## src/rtl/step_moto_seq.sv

```systemverilog
// step_moto_seq: stepper-motor move sequencer with phase table, step counting and abort.
// Optional coil release after a long idle period is enabled by defining STEP_HOLD_RELEASE_EN.
module step_moto_seq #(
    parameter int PER_W       = 32,
    parameter int CNT_W       = 16,
    parameter int POS_W       = 24,
    parameter int DEF_PERIOD  = 200000,
    parameter int HOLD_CYCLES = 5000000
) (
    input  logic                    clk,
    input  logic                    rst,
    input  logic                    start,
    input  logic                    dir,
    input  logic                    half_step,
    input  logic [CNT_W-1:0]        steps,
    input  logic [PER_W-1:0]        period,
    input  logic                    abort,
    output logic [3:0]              StepDrive,
    output logic                    busy,
    output logic                    done,
    output logic                    aborted,
    output logic signed [POS_W-1:0] pos
);
    typedef enum logic {IDLE, RUN} stateT;
    // Coil patterns for phases 7..0, packed so phase p sits at bits [4p+3:4p].
    localparam logic [31:0] PHASE_TBL = {4'b1001, 4'b1000, 4'b1100, 4'b0100,
                                         4'b0110, 4'b0010, 4'b0011, 4'b0001};
    stateT            state;
    logic [PER_W-1:0] tickCnt, perLat, startPer;
    logic [CNT_W-1:0] remaining;
    logic [2:0]       phase, nextPhase;
    logic [3:0]       nextDrive;
    logic             dirLat, halfLat, stepDue;
`ifdef STEP_HOLD_RELEASE_EN
    localparam int IDLE_W = $clog2(HOLD_CYCLES + 1);
    logic [IDLE_W-1:0] idleCnt;
`endif
    // Next phase/drive for the pending step, step-due strobe and the period to latch at start.
    always_comb begin
        nextPhase = dirLat ? phase + (halfLat ? 3'd1 : 3'd2) : phase - (halfLat ? 3'd1 : 3'd2);
        nextDrive = PHASE_TBL[{nextPhase, 2'b00} +: 4];
        stepDue   = tickCnt == perLat - 1'b1;
        startPer  = period == '0 ? PER_W'(DEF_PERIOD) : period == PER_W'(1) ? PER_W'(2) : period;
    end
    // Move FSM: latch a request in IDLE, emit steps at the latched period in RUN.
    always_ff @(posedge clk or negedge rst) begin
        if (!rst) begin
            state     <= IDLE;
            StepDrive <= '0;
            phase     <= '0;
            pos       <= '0;
            busy      <= 1'b0;
            done      <= 1'b0;
            aborted   <= 1'b0;
            tickCnt   <= '0;
            remaining <= '0;
            perLat    <= '0;
            dirLat    <= 1'b0;
            halfLat   <= 1'b0;
`ifdef STEP_HOLD_RELEASE_EN
            idleCnt   <= '0;
`endif
        end else begin
            done    <= 1'b0;
            aborted <= 1'b0;
            if (state == IDLE) begin
                if (start && steps != '0) begin
                    state     <= RUN;
                    busy      <= 1'b1;
                    dirLat    <= dir;
                    halfLat   <= half_step;
                    remaining <= steps;
                    perLat    <= startPer;
                    tickCnt   <= '0;
`ifdef STEP_HOLD_RELEASE_EN
                    idleCnt   <= '0;
`endif
                end else begin
                    done <= start;
`ifdef STEP_HOLD_RELEASE_EN
                    if (idleCnt != IDLE_W'(HOLD_CYCLES))
                        idleCnt <= idleCnt + 1'b1;
                    if (idleCnt == IDLE_W'(HOLD_CYCLES - 1))
                        StepDrive <= '0;
`endif
                end
            end else if (abort) begin
                state   <= IDLE;
                busy    <= 1'b0;
                aborted <= 1'b1;
            end else if (stepDue) begin
                tickCnt   <= '0;
                phase     <= nextPhase;
                StepDrive <= nextDrive;
                remaining <= remaining - 1'b1;
                pos       <= dirLat ? pos + 1'b1 : pos - 1'b1;
                if (remaining == CNT_W'(1)) begin
                    state <= IDLE;
                    busy  <= 1'b0;
                    done  <= 1'b1;
                end
            end else begin
                tickCnt <= tickCnt + 1'b1;
            end
        end
    end
endmodule

```

## config.mk

```make
export PLATFORM = sky130hd
export DESIGN_NAME = step_moto_seq
export DESIGN_NICKNAME = d
export VERILOG_FILES = /design/src/rtl/step_moto_seq.sv
export SDC_FILE = /design/constraint.sdc
export NUM_CORES = 1
export LEC_CHECK = 0
export CORE_UTILIZATION = 35
export DETAILED_ROUTE_END_ITERATION = 6
export PLACE_DENSITY = 0.64
export SLEW_MARGIN = 20
export SYNTH_ARGS = -nofsm -noshare
export SYNTH_HDL_FRONTEND = slang
export SYNTH_SLANG_ARGS = --single-unit
```

## constraint.sdc

```tcl
create_clock -name clk -period 4.9 [get_ports clk]
set_input_delay 0.735 -clock clk [delete_from_list [all_inputs] [get_ports clk]]
set_output_delay 0.735 -clock clk [all_outputs]
set_load 0.01 [all_outputs]
```

==> results of run 1 <==
-- worst max-delay path: stages (launching register included) --
cell and delay [ps]:
dfrtp_1 490, nor4_4 500, nand4_4 260, nor3_1 380, xnor2_1 110, a211oi_1 580, a2111oi_4 170, a21oi_4 470
buf_4 440, nand3_1 130, o311ai_0 130
-- registers in the layout (all words and copies together), names as in the netlist, 3 cells and up --
register   flops
perLat        32
tickCnt       32
pos           24
remaining     16
StepDrive      4
phase          3
-- cell type report --
| type | instances | area (µm²) |
|---|---|---|
| repair buffers | 94 | 913.4 |
| fillers | 2164 | 12300 |
| inverters | 45 | 168.9 |
| well taps | 280 | 350.3 |
| clock inverters | 9 | 147.6 |
| multi-input cells | 681 | 4591 |
| flip-flops and latches | 117 | 2928 |
| clock buffers | 22 | 494.2 |
-- per-stage QoR --
| step | instance area [µm²] | power, µW | setup WS (ps) | std cells |
|---|---|---|---|---|
| 2_1_floorplan | 7838 | 1815 | 1625 | 879 |
| 3_3_place_gp | 8951 | 2045 | 1224 | 1217 |
| 3_5_place_dp | 8951 | 2060 | 1106 | 1217 |
| 4_1_cts | 9593 | 3430 | 1105 | 1248 |
| 5_1_grt | 9593 | 3594 | 790.0 | 1248 |
| 6_report | 9593 | 3408 | 1091 | 1248 |
-- routing by layer --
layer | GRT usage | vias to the layer above | part of all wire
li1 | - | 3431 | -
met1 | 0.2612 | 3362 | 0.47
met2 | 0.2877 | 184 | 0.44
met3 | 0.04701 | 26 | 0.066
met4 | 0.06535 | 0 | 0.019
met5 | 0 | - | 0
-- worst max path at each step --
stage          cells after the start  startpoint            end
4_1_cts                           10   perLat[3]  remaining[10]
3_5_place_dp                      10   perLat[2]  remaining[10]
3_3_place_gp                      10   perLat[2]  remaining[10]
2_1_floorplan                     13   perLat[2]  remaining[10]
6_report                          10   perLat[3]    tickCnt[14]
5_1_grt                           10   perLat[2]    tickCnt[14]
-- cells by family after synthesis --
| logic type | after synthesis | share of synthesized area |
|---|---|---|
| simple gates | 329 | 0.2350 |
| compound gates | 254 | 0.2209 |
| flops | 117 | 0.3736 |
| buf+inv | 81 | 0.04310 |
| xor+xnor | 60 | 0.06705 |
| fa+ha+maj | 29 | 0.04821 |
| mux | 9 | 0.01213 |
-- report_power, final --
| group | total (µW) | internal, µW | switching, µW |
|---|---|---|---|
| registers | 1250 | 1080 | 176 |
| clock network | 1350 | 912 | 442 |
| logic | 802 | 360 | 442 |
| total | 3410 | 2350 | 1060 |
-- synth_stat cells, types with 5 or more instances --
| master | n | area, µm² |
|---|---|---|
| nor3_1 | 30 | 150.1 |
| mux2i_1 | 5 | 50.05 |
| a211oi_1 | 9 | 67.56 |
| nor2b_1 | 5 | 31.28 |
| clkbuf_1 | 27 | 101.4 |
| or2_2 | 7 | 43.79 |
| a211o_1 | 7 | 61.31 |
| nand4_1 | 18 | 112.6 |
| o311ai_0 | 8 | 70.07 |
| a22o_1 | 30 | 262.8 |
| a21o_1 | 12 | 90.09 |
| and2_1 | 5 | 31.28 |
| nand2b_1 | 8 | 50.05 |
| nor2_1 | 48 | 180.2 |
| o21a_1 | 7 | 52.55 |
| nand3_1 | 53 | 265.3 |
| or4_1 | 8 | 60.06 |
| nor3b_1 | 5 | 37.54 |
| ha_1 | 27 | 337.8 |
| xnor2_1 | 40 | 350.3 |
| nor4_1 | 22 | 137.6 |
| inv_1 | 45 | 168.9 |
| nand2_1 | 72 | 270.3 |
| o22a_1 | 5 | 43.79 |
| or3_1 | 8 | 50.05 |
| dfrtp_1 | 117 | 2928 |
| a21oi_1 | 48 | 240.2 |
| o21ai_0 | 76 | 380.4 |
| nand3b_1 | 9 | 67.56 |
| xor2_1 | 20 | 175.2 |
==> metrics.txt, run 1 <==
status complete, no violations; Ports 85; vias in the first global route roughly 6600; die width approximately 150 µm; Total Routed Length 20890 µm; worst hold path type in -> async; Tmin final 3809 ps; first-pass GRT wire length 34010 µm; Worst Path Arrival 4090 ps; Reg2Reg Setup Slack 1090 ps; post-layout util 0.4382; Final Hold Vio Count 0; leading register cell type out of synthesis dfrtp_1; sum of negative setup slack 0 ps; # setup viols final 0; RSZ-0062 raised after global routing no; total track usage 0.1897; most frequent cells in the layout dfrtp_1, clkdlybuf4s50_1, o21ai_0; DR vias around 7000; Yosys Warn Count 0; detailed-route DRC error count 0; ANT cells 0; Synth Net Count 962; largest net degree at the start of global routing 74; Fmax achieved 262.6 MHz; ANT nets after route 0; Nets 1039; die height approximately 150 µm; Clock Sinks 117; Clock Latency Late Sink 420 ps; clk slew on worst S/H paths 60 ps; Async SR Flop Fraction 1.000; TritonCTS buffer count 17; Post-synth EDFFs 0; Worst Path Required ~5200 ps; Root Buffer clkbuf_16; CP Capture Type register; final max-slew violation count 0; DP HPWL 14880 µm; reg2reg start perLat[3]; Hold Buf Count CTS 0; Seq/Total Area, Yosys 0.3736; Post-Syn Instances 879; Std-Cell Rows 54; Final Skew 10.92 ps; CTS tree done; CP Class reg -> reg; worst flop-to-flop path endpoint tickCnt[14]; Post-CTS Resized 0; hold slack 298.2 ps; share of cells above drive strength 1 0.08161; R2R cell count 10; initial DRC count 432; most common cell after layout, fill and taps aside dfrtp_1; GRT overflow 0; drt pass-1 iters 5; Netlist cell types 76; CORE AREA 21890 µm²; H-tree lvl count 4; Worst Max-Slew Pin Slew 1056 ps; max-cap violation count 0; vias per cell 5.611; GPL Wtd Cong 0.8577; Area Growth Syn to Fin 22.40%; Max clock buf depth 2; startpoint types register; DIE AREA roughly 23000 µm²; Yosys reg bits 117; Leakage 0.003771 µW; Initial Util 0.3580; Avg WL per Cell 16.74 µm; port bufs 84; Mean Syn Cell Area between 8 and 9 µm²; initial antenna violation count 0; synthesized cell area 7838 µm²; Max FO, Critical Path 36; final worst-path cycle share 0.7773; Worst slew margin 0.2959; peak supply drop 0.1987 mV; PD cells approximately 360 nW/µm²; Post CTS Setup Buffer Count 0
Power figures use the tool's default switching activity.
==> run 2: changes to the inputs <==
clock period = 3.75 ns   (was 4.9 ns; I/O delays follow)
==> run 2 against run 1 <==
Sequential share of layout area decreased by 0.63 points; final area increased by 2.1%; core utilization increased by 0.93 points; non-clock buffer count increased by 21; clock skew decreased by 2.4 ps; first-iteration DRC count decreased by 1.6%; largest cell class unchanged.
==> metrics.txt, run 2 (synthesis results as in run 1) <==
TritonCTS buffer count 17 (unchanged); peak supply drop 0.2608 mV (+31%); clk slew on worst S/H paths 60 ps (about the same); DR vias 7180 (+2.5%); Total Routed Length 21530 µm (+3.1%); RSZ-0062 raised after global routing no; CP startpoint perLat[25]; Worst slew margin 0.3207 (+0.02480); # setup viols final 0 (unchanged); GPL Wtd Cong 0.8805 (+2.7%); Area Growth Syn to Fin 24.98%; Clock Sinks 117 (unchanged); Worst path slowest cell or4_1; CTS tree done; vias in the first global route 6769 (+3.0%); DIE AREA 22990 µm² (unchanged); R2R cell count 9 (-1); largest net degree at the start of global routing 72 (-2.7%); CP Capture Type register; Crit path buffers/inverters 0 (-1); Fmax achieved 282.2 MHz (+7.5%); CP top delay family simple AND/OR/NAND/NOR gates; max-cap violation count 0 (unchanged); detailed-route DRC error count 0 (unchanged); status complete, no violations; Std-Cell Rows 54 (unchanged); worst hold path type in -> async; final worst-path cycle share 0.9451 (+0.1678); share of cells above drive strength 1 0.1030 (+0.02142); Worst Path Required 4020 ps (-1160 ps); sum of negative setup slack 0 ps (unchanged); DP HPWL 15540 µm (+4.4%); ANT cells 0 (unchanged); Final Skew 8.505 ps (-2.415 ps); Critical Path Stages 9 (-1); H-tree lvl count 4 (unchanged); die height 151.6 µm (unchanged); Initial Util 0.3580 (unchanged); Filler Cells Inserted 2163 (-0.046%); most frequent cells in the layout dfrtp_1, clkdlybuf4s50_1, o21ai_0; Leakage 0.003872 µW (+2.7%); Root Buffer clkbuf_16; FF+latch area 2928 µm² (unchanged); CORE AREA 21890 µm² (unchanged); area of the multi-input gates 4612 µm² (+0.46%); Max clock buf depth 2 (unchanged); drt pass-1 iters 5 (unchanged); initial antenna violation count 0 (unchanged); CP Class reg -> reg; final max-slew violation count 0 (unchanged); ANT nets after route 0 (unchanged); Final Hold Vio Count 0 (unchanged); most common cell after layout, fill and taps aside dfrtp_1; Tmin final 3544 ps (-264.5 ps); Ports 85 (unchanged); Avg WL per Cell 16.95 µm (+1.3%); total track usage 0.1944 (+0.004652); GRT overflow 0 (unchanged); Worst Path Arrival 3810 ps (-280 ps); CP max stage delay 620 ps (+40 ps); die width 151.6 µm (unchanged); initial DRC count 425 (-1.6%); Nets 1060 (+2.0%); PD cells 457.5 nW/µm² (+29%); critical path, cell by cell or4_1, or3_1, a2111o_1, o2bb2ai_1, nand2b_1, or4_1, nor3_1, nand2b_1, o311ai_0; port bufs 84 (unchanged); reg2reg start perLat[25]; Clock Latency Late Sink 420 ps (about the same); Largest regs perLat (32), tickCnt (32), pos (24); hold slack 290.4 ps (-7.815 ps); vias per cell 5.654 (+0.75%); first-pass GRT wire length 34540 µm (+1.6%); Worst Max-Slew Pin Slew 1019 ps (-37.19 ps); Max FO, Critical Path 7 (-81%); startpoint types register
run 2: repair_timing:
item	4_1_cts	5_1_grt
setup endpoints to repair	0	20
hold buffers	0	0
buffers inserted	0	1
gates resized for setup	0	4
hold endpoints to repair	0	0
run 2: metal layers:
metal  part of all wire  wire, µm  GRT usage  vias up
met5                  0         0          0        -
met4              0.018       391    0.06139        0
met3              0.066      1412    0.05569       24
met2               0.45      9716     0.3025      182
met1               0.46     10010     0.2587     3488
li1                   -         -          -     3486
run 2: worst reg2reg max path: cells and delay by family (launching register included):
family | cells | cell delay, ps
compound gates | 3 | 790
flops | 1 | 440
simple gates | 6 | 2160
run 2: path summary, 6_finish.rpt:
kind / slack, ps / endpoint
setup / recovery: 210 / tickCnt[16]
hold / removal: 290 / StepDrive[1]
setup reg to reg: 210 / tickCnt[16]
hold reg to reg: 480 / pos[23]
max in group asynchronous: 2630 / perLat[22]
min in group clk: 480 / pos[23]
run 2: area by class of cell:
| type | instances | share of cell area |
|---|---|---|
| multi-input cells | 681 | 0.4708 |
| clock inverters | 13 | 0.01865 |
| repair buffers | 115 | 0.1144 |
| flip-flops and latches | 117 | 0.2989 |
| clock buffers | 19 | 0.04419 |
| inverters | 45 | 0.01724 |
| well taps | 280 | 0.03576 |
run 2: per-stage QoR:
stage	power, µW	cell area, µm²	instances	setup slack, ps	utilization
after floorplan	2372	7838	879	474.9	-
final	4481	9796	1270	205.8	0.4475
after global placement	2729	9151	1237	231.1	0.4180
after CTS	4510	9767	1269	138.0	0.4462
after global routing	4730	9796	1270	42.41	0.4475
after detailed placement	2747	9151	1237	164.7	0.4180
run 2: where the power goes:
group	switching (µW)	total, µW	internal (µW)	leakage (µW)
sequential	205	1610	1410	0.00152
combinational	629	1150	517	0.00206
clock	614	1720	1110	0.000289
total	1450	4480	3030	0.00387
